[config.mk]
export PLATFORM = sky130hd
export DESIGN_NAME = seq_comparator
export DESIGN_NICKNAME = d
export VERILOG_FILES = /design/src/rtl/seq_comparator.sv
export SDC_FILE = /design/constraint.sdc
export NUM_CORES = 1
export LEC_CHECK = 0
export BUFFER_PORTS_ARGS = -buffer_cell sky130_fd_sc_hd__buf_2
export CAP_MARGIN = 5
export CORE_ASPECT_RATIO = 1.4
export CORE_UTILIZATION = 52
export DETAILED_ROUTE_END_ITERATION = 7
export PLACE_DENSITY = 0.83
export SYNTH_ARGS = -nofsm -noshare
export SYNTH_HDL_FRONTEND = slang
export SYNTH_SLANG_ARGS = --single-unit
export TNS_END_PERCENT = 1
[constraint.sdc]
create_clock -name clk -period 2.7 [get_ports clk]
set_input_delay 0.135 -clock clk [delete_from_list [all_inputs] [get_ports clk]]
set_output_delay 0.135 -clock clk [all_outputs]
set_load 0.02 [all_outputs]
[src/rtl/seq_comparator.sv]
`default_nettype none
`timescale 1ns / 1ps
// ============================================================================
// Module   : seq_comparator
// Purpose  : Multi-cycle chunked comparator (EQ/NE/LT/GE/LTU/GEU) with a
//            start/busy/done handshake. Optional macro SEQ_CMP_EARLY_EXIT_EN
//            ends the operation at the first differing chunk.
// Revision : 1.0 - initial release
// ============================================================================
module seq_comparator #(
    parameter int WIDTH = 16,
    parameter int CHUNK = 4
) (
    input  logic             clk,
    input  logic             rst_n,
    input  logic             start,
    input  logic [WIDTH-1:0] A,
    input  logic [WIDTH-1:0] B,
    input  logic [2:0]       op,
    output logic             busy,
    output logic             done,
    output logic [WIDTH-1:0] R
);

    localparam int NCHUNK = WIDTH / CHUNK;
    localparam int IDXW   = (NCHUNK > 1) ? $clog2(NCHUNK) : 1;

    localparam logic [IDXW-1:0] C_IDX_TOP = IDXW'(NCHUNK - 1);
    localparam logic [IDXW-1:0] C_IDX_ONE = IDXW'(1);

    localparam logic [0:0] S_IDLE = 1'b0;
    localparam logic [0:0] S_BUSY = 1'b1;

    localparam logic [2:0] OP_EQ  = 3'b000;
    localparam logic [2:0] OP_NE  = 3'b001;
    localparam logic [2:0] OP_LT  = 3'b010;
    localparam logic [2:0] OP_GE  = 3'b011;
    localparam logic [2:0] OP_LTU = 3'b100;
    localparam logic [2:0] OP_GEU = 3'b101;

    logic [0:0]       state_q,   state_d;
    logic [WIDTH-1:0] a_q,       a_d;
    logic [WIDTH-1:0] b_q,       b_d;
    logic [2:0]       op_q,      op_d;
    logic [IDXW-1:0]  idx_q,     idx_d;
    logic             decided_q, decided_d;
    logic             lt_q,      lt_d;
    logic [WIDTH-1:0] r_q,       r_d;
    logic             done_q,    done_d;

    logic             w_signed;
    logic [WIDTH-1:0] w_flip;
    logic [WIDTH-1:0] w_a_adj;
    logic [WIDTH-1:0] w_b_adj;
    logic [CHUNK-1:0] w_a_chunks [NCHUNK];
    logic [CHUNK-1:0] w_b_chunks [NCHUNK];
    logic [CHUNK-1:0] w_a_chunk;
    logic [CHUNK-1:0] w_b_chunk;
    logic             w_diff;
    logic             w_last;
    logic             w_finish;
    logic             w_decided_nx;
    logic             w_lt_nx;
    logic             w_eq;
    logic             w_res_bit;

    // Flipping the operand sign bits maps two's-complement order onto
    // unsigned order, so one magnitude compare serves both kinds of op.
    assign w_signed = (op_q == OP_LT) || (op_q == OP_GE);
    assign w_flip   = {w_signed, {(WIDTH-1){1'b0}}};
    assign w_a_adj  = a_q ^ w_flip;
    assign w_b_adj  = b_q ^ w_flip;

    generate
        for (genvar gi = 0; gi < NCHUNK; gi++) begin : g_chunk
            assign w_a_chunks[gi] = w_a_adj[gi*CHUNK +: CHUNK];
            assign w_b_chunks[gi] = w_b_adj[gi*CHUNK +: CHUNK];
        end
    endgenerate

    assign w_a_chunk = w_a_chunks[idx_q];
    assign w_b_chunk = w_b_chunks[idx_q];
    assign w_diff    = (w_a_chunk != w_b_chunk);
    assign w_last    = (idx_q == '0);

    // Only the first differing chunk (most significant) sets the ordering.
    assign w_decided_nx = decided_q | w_diff;
    assign w_lt_nx      = decided_q ? lt_q : (w_diff & (w_a_chunk < w_b_chunk));

`ifdef SEQ_CMP_EARLY_EXIT_EN
    assign w_finish = w_last | w_diff;
`else
    assign w_finish = w_last;
`endif

    assign w_eq = ~w_decided_nx;

    always_comb begin
        w_res_bit = 1'b0;
        case (op_q)
            OP_EQ:          w_res_bit = w_eq;
            OP_NE:          w_res_bit = ~w_eq;
            OP_LT, OP_LTU:  w_res_bit = w_lt_nx;
            OP_GE, OP_GEU:  w_res_bit = ~w_lt_nx;
            default:        w_res_bit = 1'b0;
        endcase
    end

    always_comb begin
        state_d   = state_q;
        a_d       = a_q;
        b_d       = b_q;
        op_d      = op_q;
        idx_d     = idx_q;
        decided_d = decided_q;
        lt_d      = lt_q;
        r_d       = r_q;
        done_d    = 1'b0;
        case (state_q)
            S_IDLE: begin
                if (start) begin
                    a_d       = A;
                    b_d       = B;
                    op_d      = op;
                    idx_d     = C_IDX_TOP;
                    decided_d = 1'b0;
                    lt_d      = 1'b0;
                    state_d   = S_BUSY;
                end
            end
            S_BUSY: begin
                decided_d = w_decided_nx;
                lt_d      = w_lt_nx;
                if (w_finish) begin
                    r_d     = {{(WIDTH-1){1'b0}}, w_res_bit};
                    done_d  = 1'b1;
                    state_d = S_IDLE;
                end else begin
                    idx_d = idx_q - C_IDX_ONE;
                end
            end
            default: begin
                state_d = S_IDLE;
            end
        endcase
    end

    always_ff @(posedge clk or negedge rst_n) begin
        if (!rst_n) begin
            state_q   <= S_IDLE;
            a_q       <= '0;
            b_q       <= '0;
            op_q      <= '0;
            idx_q     <= '0;
            decided_q <= 1'b0;
            lt_q      <= 1'b0;
            r_q       <= '0;
            done_q    <= 1'b0;
        end else begin
            state_q   <= state_d;
            a_q       <= a_d;
            b_q       <= b_d;
            op_q      <= op_d;
            idx_q     <= idx_d;
            decided_q <= decided_d;
            lt_q      <= lt_d;
            r_q       <= r_d;
            done_q    <= done_d;
        end
    end

    assign busy = (state_q == S_BUSY);
    assign done = done_q;
    assign R    = r_q;

endmodule
`default_nettype wire

==> results.toml, run 1 <==
[status]
outcome = "complete, no violations"

[sta]
setup_violations = 0
worst_slew_pin_slew_ns = 0.902
skew_ns = 0.00586
fin_crit_sh_pct = 94.7
finalMaxSlewViolations = 0
period_needed_ns = 2.56
hold_viol = 0
slew_headroom_pct = 39.8
final.setup.tns_ns = 0
max_freq_ghz = 0.391
grt_setup_unrepaired = "false"
holdWs_ns = 0.0692

[hold_path]
hold_class = "in2reg"
worstHoldPathCells = 2

[clock_tree]
htree_levels = 2
clock-sinks = 42
cts_setup_buffers = 0
numCtsBuffers = 5
clk-insertion-delay-late_ns = 0.29
clk_pin_slew_ns = 0.07
clock_tree.root_cell = "clkbuf_8"
cts_tree = "done"
clockBufferDepth = 2

[critical_path]
critPathSlowestCell = "mux4_2"
cp_data_required_time_ns = 2.88
crit_arrival_ns = 2.74
crit_top_cell = "xor2_1"
max_stage_delay_ns = 0.47
r2r_cells = 8
worstSetupPathType = "reg2reg"
cp-end-kind = "register"
start_kind = "register"
crit_fanout = 4
path_cells = "nor2b_2, xor2_1, mux4_2, ha_1, nand4_1, a32o_1, xor2_1, a221o_1"

[final_layout]
final_cells = 232
drive_gt1_share_pct = 50.0
mostFrequentLayoutCell = "dfrtp_1"
syn_to_final_growth_pct = 13.9
nets = 233
layout_common_cells = "dfrtp_1 (42), buf_2 (40), mux2_2 (35)"
final_cell_area_sq_um = 2310
antenna_cells = 0

[detailed_routing]
vias_per_cell = 5.31
routed_wl_um = 3560
drc_errors = 0
drt_iter0_markers = 14
firstDrtPassIters = 3
detail_route.wl_per_cell_um = 15.4
vias = 1233
ant_nets = 0

[die]
die_h_um = 75.9
pin_count = 56
initial_core_util_pct = 55.2
die_w_um = 54.8
rows = 26
dieArea_sq_um = 4160
core_area_sq_um = 3680

[grt]
grt_pass1_vias = 1261
globalRoute.totalOverflow = 0
antenna_found_initial = 0
grt.total_usage_pct = 20.2
grt_pass1_wl_um = 5820
grt_max_degree = 43

[place]
placed_cells = 224
dp_hpwl_um = 2720
io_buffers = 40
routabilityCongestion = 0.838
placed_area_sq_um = 2220

[power_and_ir_drop]
p_leak_nw = 1.08
cellPowerDensity_nw_per_um2 = 1200
peakVddDrop_mv = 0.662

[yosys]
synth_cell_types = 23
ys_seq_elements = 42
synth_compound_area_share_pct = 2.96
syn_avg_cell_area_sq_um = 13.9
synth_xor_area_share_pct = 2.16
netlist_area_sq_um = 2030
yosys.area_share.simple_pct = 3.33
ys_warn_count = 0
synthAdderAreaFrac_pct = 3.08
muxShareOfSynthArea_pct = 28.3
syn_inst = 146
synth_top_family_by_area = "multiplexers"
seq_area_frac_synth_pct = 51.8

[job]
maxCapViolCount = 0
==> state kept, by name, indices dropped and copies added, names as in the netlist <==
signal     count
R              1
busy           1
done           1
lt_q           1
b_q           16
idx_q          2
op_q           3
decided_q      1
a_q           16
==> critical path: cells and delay by family (launching register included) <==
family | cells | cell delay (ns)
DFF | 1 | 0.41
and+or+nand+nor | 2 | 0.33
AOI/OAI and AO/OA | 2 | 0.60
muxes | 1 | 0.47
adders and majority gates | 1 | 0.35
xor gates and xnor gates | 2 | 0.28
==> layout make-up <==
class                      instances  area [sq um]
clock buffer                       7          76.3
fill                             301          1360
inverter                           7          26.3
multi-input combinational         90           875
sequential                        42          1050
tap                               42          52.6
timing repair buffer              44           233
==> where the power goes <==
part           internal (mW)  switching (mW)  total [mW]  leakage, nW
logic                  0.708           0.494        1.20        0.550
clock network          0.178           0.196       0.374       0.0383
registers              0.946           0.243        1.19        0.496
==> final timing paths <==
kind	start	to	slack, ns
setup / recovery	op_q[1]$_DFFE_PN0P_	R[0]$_DFFE_PN0P_	0.14
hold / removal	B[15]	b_q[15]$_DFFE_PN0P_	0.07
setup reg to reg	op_q[1]$_DFFE_PN0P_	R[0]$_DFFE_PN0P_	0.14
hold reg to reg	b_q[10]$_DFFE_PN0P_	b_q[10]$_DFFE_PN0P_	0.50
max in group asynchronous	rst_n	a_q[14]$_DFFE_PN0P_	1.63
min in group asynchronous	rst_n	b_q[7]$_DFFE_PN0P_	0.51
==> layer usage <==
metal,GRT usage (%),vias to the layer above,wire (um)
met1,24.4,612,1300
met5,0,-,0
met2,31.6,44,1990
li1,-,566,-
met3,5.02,11,157
met4,11.0,0,114
==> synthesized netlist by cell type <==
cell type / number / area [sq um]
xnor2_1: 2 / 17.5
clkbuf_1: 1 / 3.75
xor2_1: 3 / 26.3
nand2_1: 2 / 7.51
nor4_1: 1 / 6.26
inv_1: 7 / 26.3
a21oi_1: 2 / 10.0
dfrtp_1: 42 / 1050
mux2_2: 35 / 394
a211oi_1: 1 / 7.51
buf_4: 15 / 113
ha_1: 5 / 62.6
mux4_2: 8 / 180
a32o_1: 1 / 10.0
o21ai_0: 1 / 5.00
nor2b_1: 4 / 25.0
conb_1: 1 / 3.75
a22o_2: 1 / 10.0
nor2_1: 6 / 22.5
buf_2: 5 / 25.0
o211ai_1: 1 / 7.51
nand4_1: 1 / 6.26
a221o_1: 1 / 10.0
==> logic make-up (layout without fill, tap and decap cells) <==
family | Yosys count | in the layout
multiplexers | 43 | 43
flip-flops | 42 | 42
XOR/XNOR | 5 | 5
adder cells (fa/ha/maj) | 5 | 5
AO/OA/AOI/OAI | 8 | 8
AND/OR/NAND/NOR | 14 | 14
buffers and inverters | 28 | 58
other | 1 | 15
==> per-stage QoR <==
stage / utilization [%] / setup slack, ns / total power [mW]
after floorplan: - / 0.300 / 2.08
after global placement: 60.4 / 0.229 / 2.29
after detailed placement: 60.4 / 0.147 / 2.38
after CTS: 62.7 / 0.120 / 2.77
after global routing: 62.9 / 0.0391 / 2.96
final: 62.9 / 0.142 / 2.77
==> repair_timing <==
| action | CTS | global route |
|---|---|---|
| endpoints found under the hold margin | 42 | 0 |
| resized for setup | 0 | 2 |
| hold buffers | 1 | 0 |
| setup endpoints to repair | 0 | 1 |
Note: power is estimated with default switching activity, not from simulation.
==> inputs of run 2 (changes only) <==
Settings changed: CORE_UTILIZATION 52 to 54, CTS_BUF_LIST from default to sky130_fd_sc_hd__clkbuf_8, PLACE_DENSITY 0.83 to 0.86.
==> results.toml, run 2 (same netlist as run 1, synthesis figures left out) <==
[die]
die_w_um = 53.8
core_area_sq_um = 3610
rows = 26
die_h_um = 74.6
pin_count = 56
initial_core_util_pct = 56.2
dieArea_sq_um = 4010

[critical_path]
cp_data_required_time_ns = 2.88
cp-end-kind = "register"
crit_buf_inv = 0
crit_fanout = 4
max_stage_delay_ns = 0.49
critPathTopFamily = "compound AO/OA/AOI/OAI gates"
critPathSlowestCell = "mux4_2"
rr_endpoint = "R[0]$_DFFE_PN0P_"
path_cells = "nor2b_2, xor2_1, mux4_2, ha_1, a211oi_1, a32o_1, xor2_1, a221o_1"
r2r_cells = 8
worstSetupPathType = "reg2reg"
r2r_slack_ns = 0.06
start_kind = "register"
crit_arrival_ns = 2.82
path_depth = 8
worstReg2RegStart = "op_q[1]$_DFFE_PN0P_"
crit_top_cell = "xor2_1"

[power_and_ir_drop]
cellPowerDensity_nw_per_um2 = 1230
p_int_mw = 1.93
total_power_mw = 2.88
combPwrFrac_pct = 42.7
p_leak_nw = 1.10
peakVddDrop_mv = 0.717
p_seq_share_pct = 40.6
switchingPower_mw = 0.955
pwr-share-clk_pct = 16.7
switching_share_pct = 33.1

[grt]
antenna_found_initial = 0
use_met1_pct = 25.4
grt_pass1_vias = 1211
grt_pass1_wl_um = 5760
grt_max_degree = 43
globalRoute.totalOverflow = 0
use_met3_pct = 4.29
met2_usage_pct = 34.4
top_usage_layer = "met2"
grt.total_usage_pct = 20.8

[clock_tree]
numCtsBuffers = 5
clk_pin_slew_ns = 0.08
cts_tree = "done"
htree_levels = 2
clockBufferDepth = 2
clk-insertion-delay-late_ns = 0.29
clock_tree.root_cell = "clkbuf_8"
clock-sinks = 42

[sta]
max_freq_ghz = 0.379
skew_ns = 0.00640
setup_slack_ns = 0.0642
holdWs_ns = 0.0680
fin_crit_sh_pct = 97.6
period_needed_ns = 2.64
finalMaxSlewViolations = 0
slew_headroom_pct = 39.4
worst_slew_pin_slew_ns = 0.909
setup_violations = 0
hold_viol = 0

[final_layout]
drive_gt1_share_pct = 50.8
antenna_cells = 0
final_cells = 233
layout_common_cells = "dfrtp_1 (42), buf_2 (40), mux2_2 (35)"
nFillCells = 268
mostFrequentLayoutCell = "dfrtp_1"
largestRegisters = "a_q (16), b_q (16), op_q (3)"
nets = 233
syn_to_final_growth_pct = 15.3
final_core_util_pct = 64.8
regArea_sq_um = 1050
multi_input_area_sq_um = 870

[detailed_routing]
drc_errors = 0
vias = 1232
firstDrtPassIters = 4
vias_per_cell = 5.29
drt_iter0_markers = 41
routed_wl_um = 3620
ant_nets = 0
detail_route.wl_per_cell_um = 15.5

[place]
dp_hpwl_um = 2690
routabilityCongestion = 0.876
placed_cells = 223
io_buffers = 40
place_ws_ns = 0.0922

[job]
maxCapViolCount = 0

[hold_path]
hp-start = "B[7]"
hold_class = "in2reg"
worstHoldPathCells = 2
min_to = "b_q[7]$_DFFE_PN0P_"

[status]
outcome = "complete, no violations"
-- run 2: metrics by stage --
stage / area (sq um) / setup TNS, ns
3_3_place_gp: 2210 / 0
6_report: 2340 / 0
4_1_cts: 2330 / 0
5_1_grt: 2340 / -0.0196
3_5_place_dp: 2210 / 0
2_1_floorplan: 2080 / 0
-- run 2: worst max-delay path by stage --
stage	startpoint	to	slack (ns)
after CTS	op_q[1]$_DFFE_PN0P_	R[0]$_DFFE_PN0P_	0.04
final	op_q[1]$_DFFE_PN0P_	R[0]$_DFFE_PN0P_	0.06
after global placement	op_q[1]$_DFFE_PN0P_	R[0]$_DFFE_PN0P_	0.24
after floorplan	op_q[1]$_DFFE_PN0P_	R[0]$_DFFE_PN0P_	0.30
after detailed placement	op_q[1]$_DFFE_PN0P_	R[0]$_DFFE_PN0P_	0.09
after global routing	op_q[1]$_DFFE_PN0P_	R[0]$_DFFE_PN0P_	-0.02
-- run 2: cell type report --
class	count	area share, %
clock inverters	3	1.71
flip-flops and latches	42	44.9
well taps	42	2.24
clock buffers	5	2.94
repair buffers	44	9.94
inverters	7	1.12
multi-input cells	90	37.1
-- run 2: routing by layer --
layer	routed length [um]	part of all wire, %	vias up
li1	-	-	575
met3	137	3.8	10
met4	112	3.1	0
met1	1370	38	605
met5	0	0	-
met2	2000	55	42
-- run 2: worst reg2reg max path: stages, from the launching register on --
cell and delay [ns]:
dfrtp_1 0.42, nor2b_2 0.18, xor2_1 0.15, mux4_2 0.49, ha_1 0.35, a211oi_1 0.27
a32o_1 0.27, xor2_1 0.09, a221o_1 0.31
-- run 2: what timing repair did --
item,in CTS,in global routing
resized for setup,0,1
setup buffers,0,1
setup endpoints to repair,0,1
endpoints found under the hold margin,42,0
hold buffers,1,0
-- run 2: power groups by stage --
stage                     Sequential [mW]  Clock (mW)  Combinational (mW)
final                                1.17       0.481                1.23
after global routing                 1.22       0.513                1.36
after CTS                            1.18       0.491                1.22
after detailed placement             1.19           0                1.20
after global placement               1.16           0                1.12
after floorplan                      1.10           0               0.983
==> inputs of run 3 (changes only) <==
Settings changed: CORE_UTILIZATION 54 to 58, PLACE_DENSITY 0.86 to 0.91, RECOVER_POWER from default to 50.
Clock period 2.7 ns to 3.1 ns, I/O delays scaled along.
==> results.toml, run 3 (same netlist as run 1, synthesis figures left out) <==
[status]
outcome = "finished with violations"
violations = "capacitance limit, slew limit"

[grt]
antenna_found_initial = 0
grt_pass1_wl_um = 6070
grt.total_usage_pct = 22.7
globalRoute.totalOverflow = 0
grt_pass1_vias = 1326
grt_max_degree = 43

[critical_path]
worstReg2RegStart = "op_q[1]$_DFFE_PN0P_"
r2r_cells = 8
critical_path.startpoint = "op_q[1]$_DFFE_PN0P_"
rr_endpoint = "R[0]$_DFFE_PN0P_"
critPathTopFamily = "compound AO/OA/AOI/OAI gates"
crit_top_cell = "xor2_1"
path_depth = 8
start_kind = "register"
critPathSlowestCell = "mux4_2"
max_stage_delay_ns = 0.49
cp_data_required_time_ns = 3.28
crit_fanout = 4
crit_arrival_ns = 2.88
path_cells = "nor2b_1, xor2_1, mux4_2, ha_1, a211oi_1, a32o_1, xor2_1, a221o_1"
worstSetupPathType = "reg2reg"
crit_buf_inv = 0
cp-end-kind = "register"
r2r_slack_ns = 0.40

[clock_tree]
cts_setup_buffers = 0
htree_levels = 2
clock-sinks = 42
numCtsBuffers = 5
clock_tree.root_cell = "clkbuf_8"
ctsHoldBuffers = 0
clk_pin_slew_ns = 0.08
post_cts_resized = 0
cts_tree = "done"
clockBufferDepth = 2
clk-insertion-delay-late_ns = 0.29

[sta]
max_freq_ghz = 0.371
fin_crit_sh_pct = 87.0
worst_slew_pin_slew_ns = 2.17
hold_viol = 0
grt_setup_unrepaired = "false"
period_needed_ns = 2.70
final.setup.tns_ns = 0
setup_violations = 0
skew_ns = 0.00439
finalMaxSlewViolations = 43
slew_headroom_pct = -44.7

[detailed_routing]
vias_per_cell = 5.40
vias = 1232
detail_route.wl_per_cell_um = 16.0
routed_wl_um = 3640
drc_errors = 0
ant_nets = 0
firstDrtPassIters = 4
drt_iter0_markers = 20

[final_layout]
mostFrequentLayoutCell = "dfrtp_1"
final_cell_area_sq_um = 2340
syn_to_final_growth_pct = 15.1
largestRegisters = "a_q (16), b_q (16), op_q (3)"
final_core_util_pct = 69.8
antenna_cells = 0
drive_gt1_share_pct = 48.9
layout_common_cells = "dfrtp_1 (42), buf_2 (38), mux2_2 (35)"
final_cells = 228
nets = 230

[die]
rows = 25
pin_count = 56
die_h_um = 72.0
initial_core_util_pct = 60.7
core_area_sq_um = 3350
die_w_um = 52.0
dieArea_sq_um = 3750

[power_and_ir_drop]
p_int_mw = 1.73
cellPowerDensity_nw_per_um2 = 1100
switching_share_pct = 32.5
combPwrFrac_pct = 39.3
peakVddDrop_mv = 0.801
switchingPower_mw = 0.835
pwr-share-clk_pct = 19.9
p_seq_share_pct = 40.8
p_leak_nw = 1.09

[hold_path]
min_to = "op_q[0]$_DFFE_PN0P_"
worstHoldPathCells = 2
hold_class = "in2reg"
hp-start = "op[0]"

[place]
io_buffers = 40
dp_hpwl_um = 2800
placed_cells = 220
placed_area_sq_um = 2200
routabilityCongestion = 0.784

[job]
maxCapViolCount = 1
run 3: cell types whose count changed in the layout (fill, tap and decap cells not counted), sizes merged:
cell,delta
clkbuf,+2
buf,-4
clkinv,-1
bufinv,+1
dlygate4sd3,-1
run 3: area by class of cell:
cell class,count,area (sq um)
flip-flops and latches,42,1050
fillers,220,1010
multi-input cells,90,867
repair buffers,41,205
clock buffers,5,68.8
clock inverters,3,68.8
well taps,40,50.0
inverters,7,26.3
run 3: through the flow:
step | total power, mW | setup WS, ns | hold WS (ns)
after floorplan | 1.81 | 0.700 | -0.141
after detailed placement | 2.07 | 0.430 | 0.331
after global placement | 1.96 | 0.529 | 0.301
after global routing | 2.72 | 0.311 | 0.0830
after CTS | 2.59 | 0.407 | 0.0115
final | 2.57 | 0.403 | 0.0851
run 3: layer usage:
metal / global-route usage [%] / share of wire, % / vias up / routed length, um
li1: - / - / 561 / -
met1: 26.1 / 37 / 613 / 1360
met2: 38.6 / 56 / 47 / 2040
met3: 4.19 / 3.5 / 11 / 129
met4: 12.9 / 3.1 / 0 / 113
met5: 0 / 0 / - / 0
run 3: worst max-delay path by stage:
stage               slack (ns)                to
global placement          0.53  R[0]$_DFFE_PN0P_
floorplan                 0.70  R[0]$_DFFE_PN0P_
detailed placement        0.43  R[0]$_DFFE_PN0P_
global route              0.31  R[0]$_DFFE_PN0P_
CTS                       0.41  R[0]$_DFFE_PN0P_
finish                    0.40  R[0]$_DFFE_PN0P_
run 3: power groups by stage:
| stage | logic, mW | registers (mW) | clock network (mW) |
|---|---|---|---|
| final | 1.01 | 1.05 | 0.511 |
| after detailed placement | 1.01 | 1.06 | 0 |
| after floorplan | 0.856 | 0.956 | 0 |
| after CTS | 1.01 | 1.05 | 0.523 |
| after global placement | 0.931 | 1.03 | 0 |
| after global routing | 1.10 | 1.09 | 0.531 |
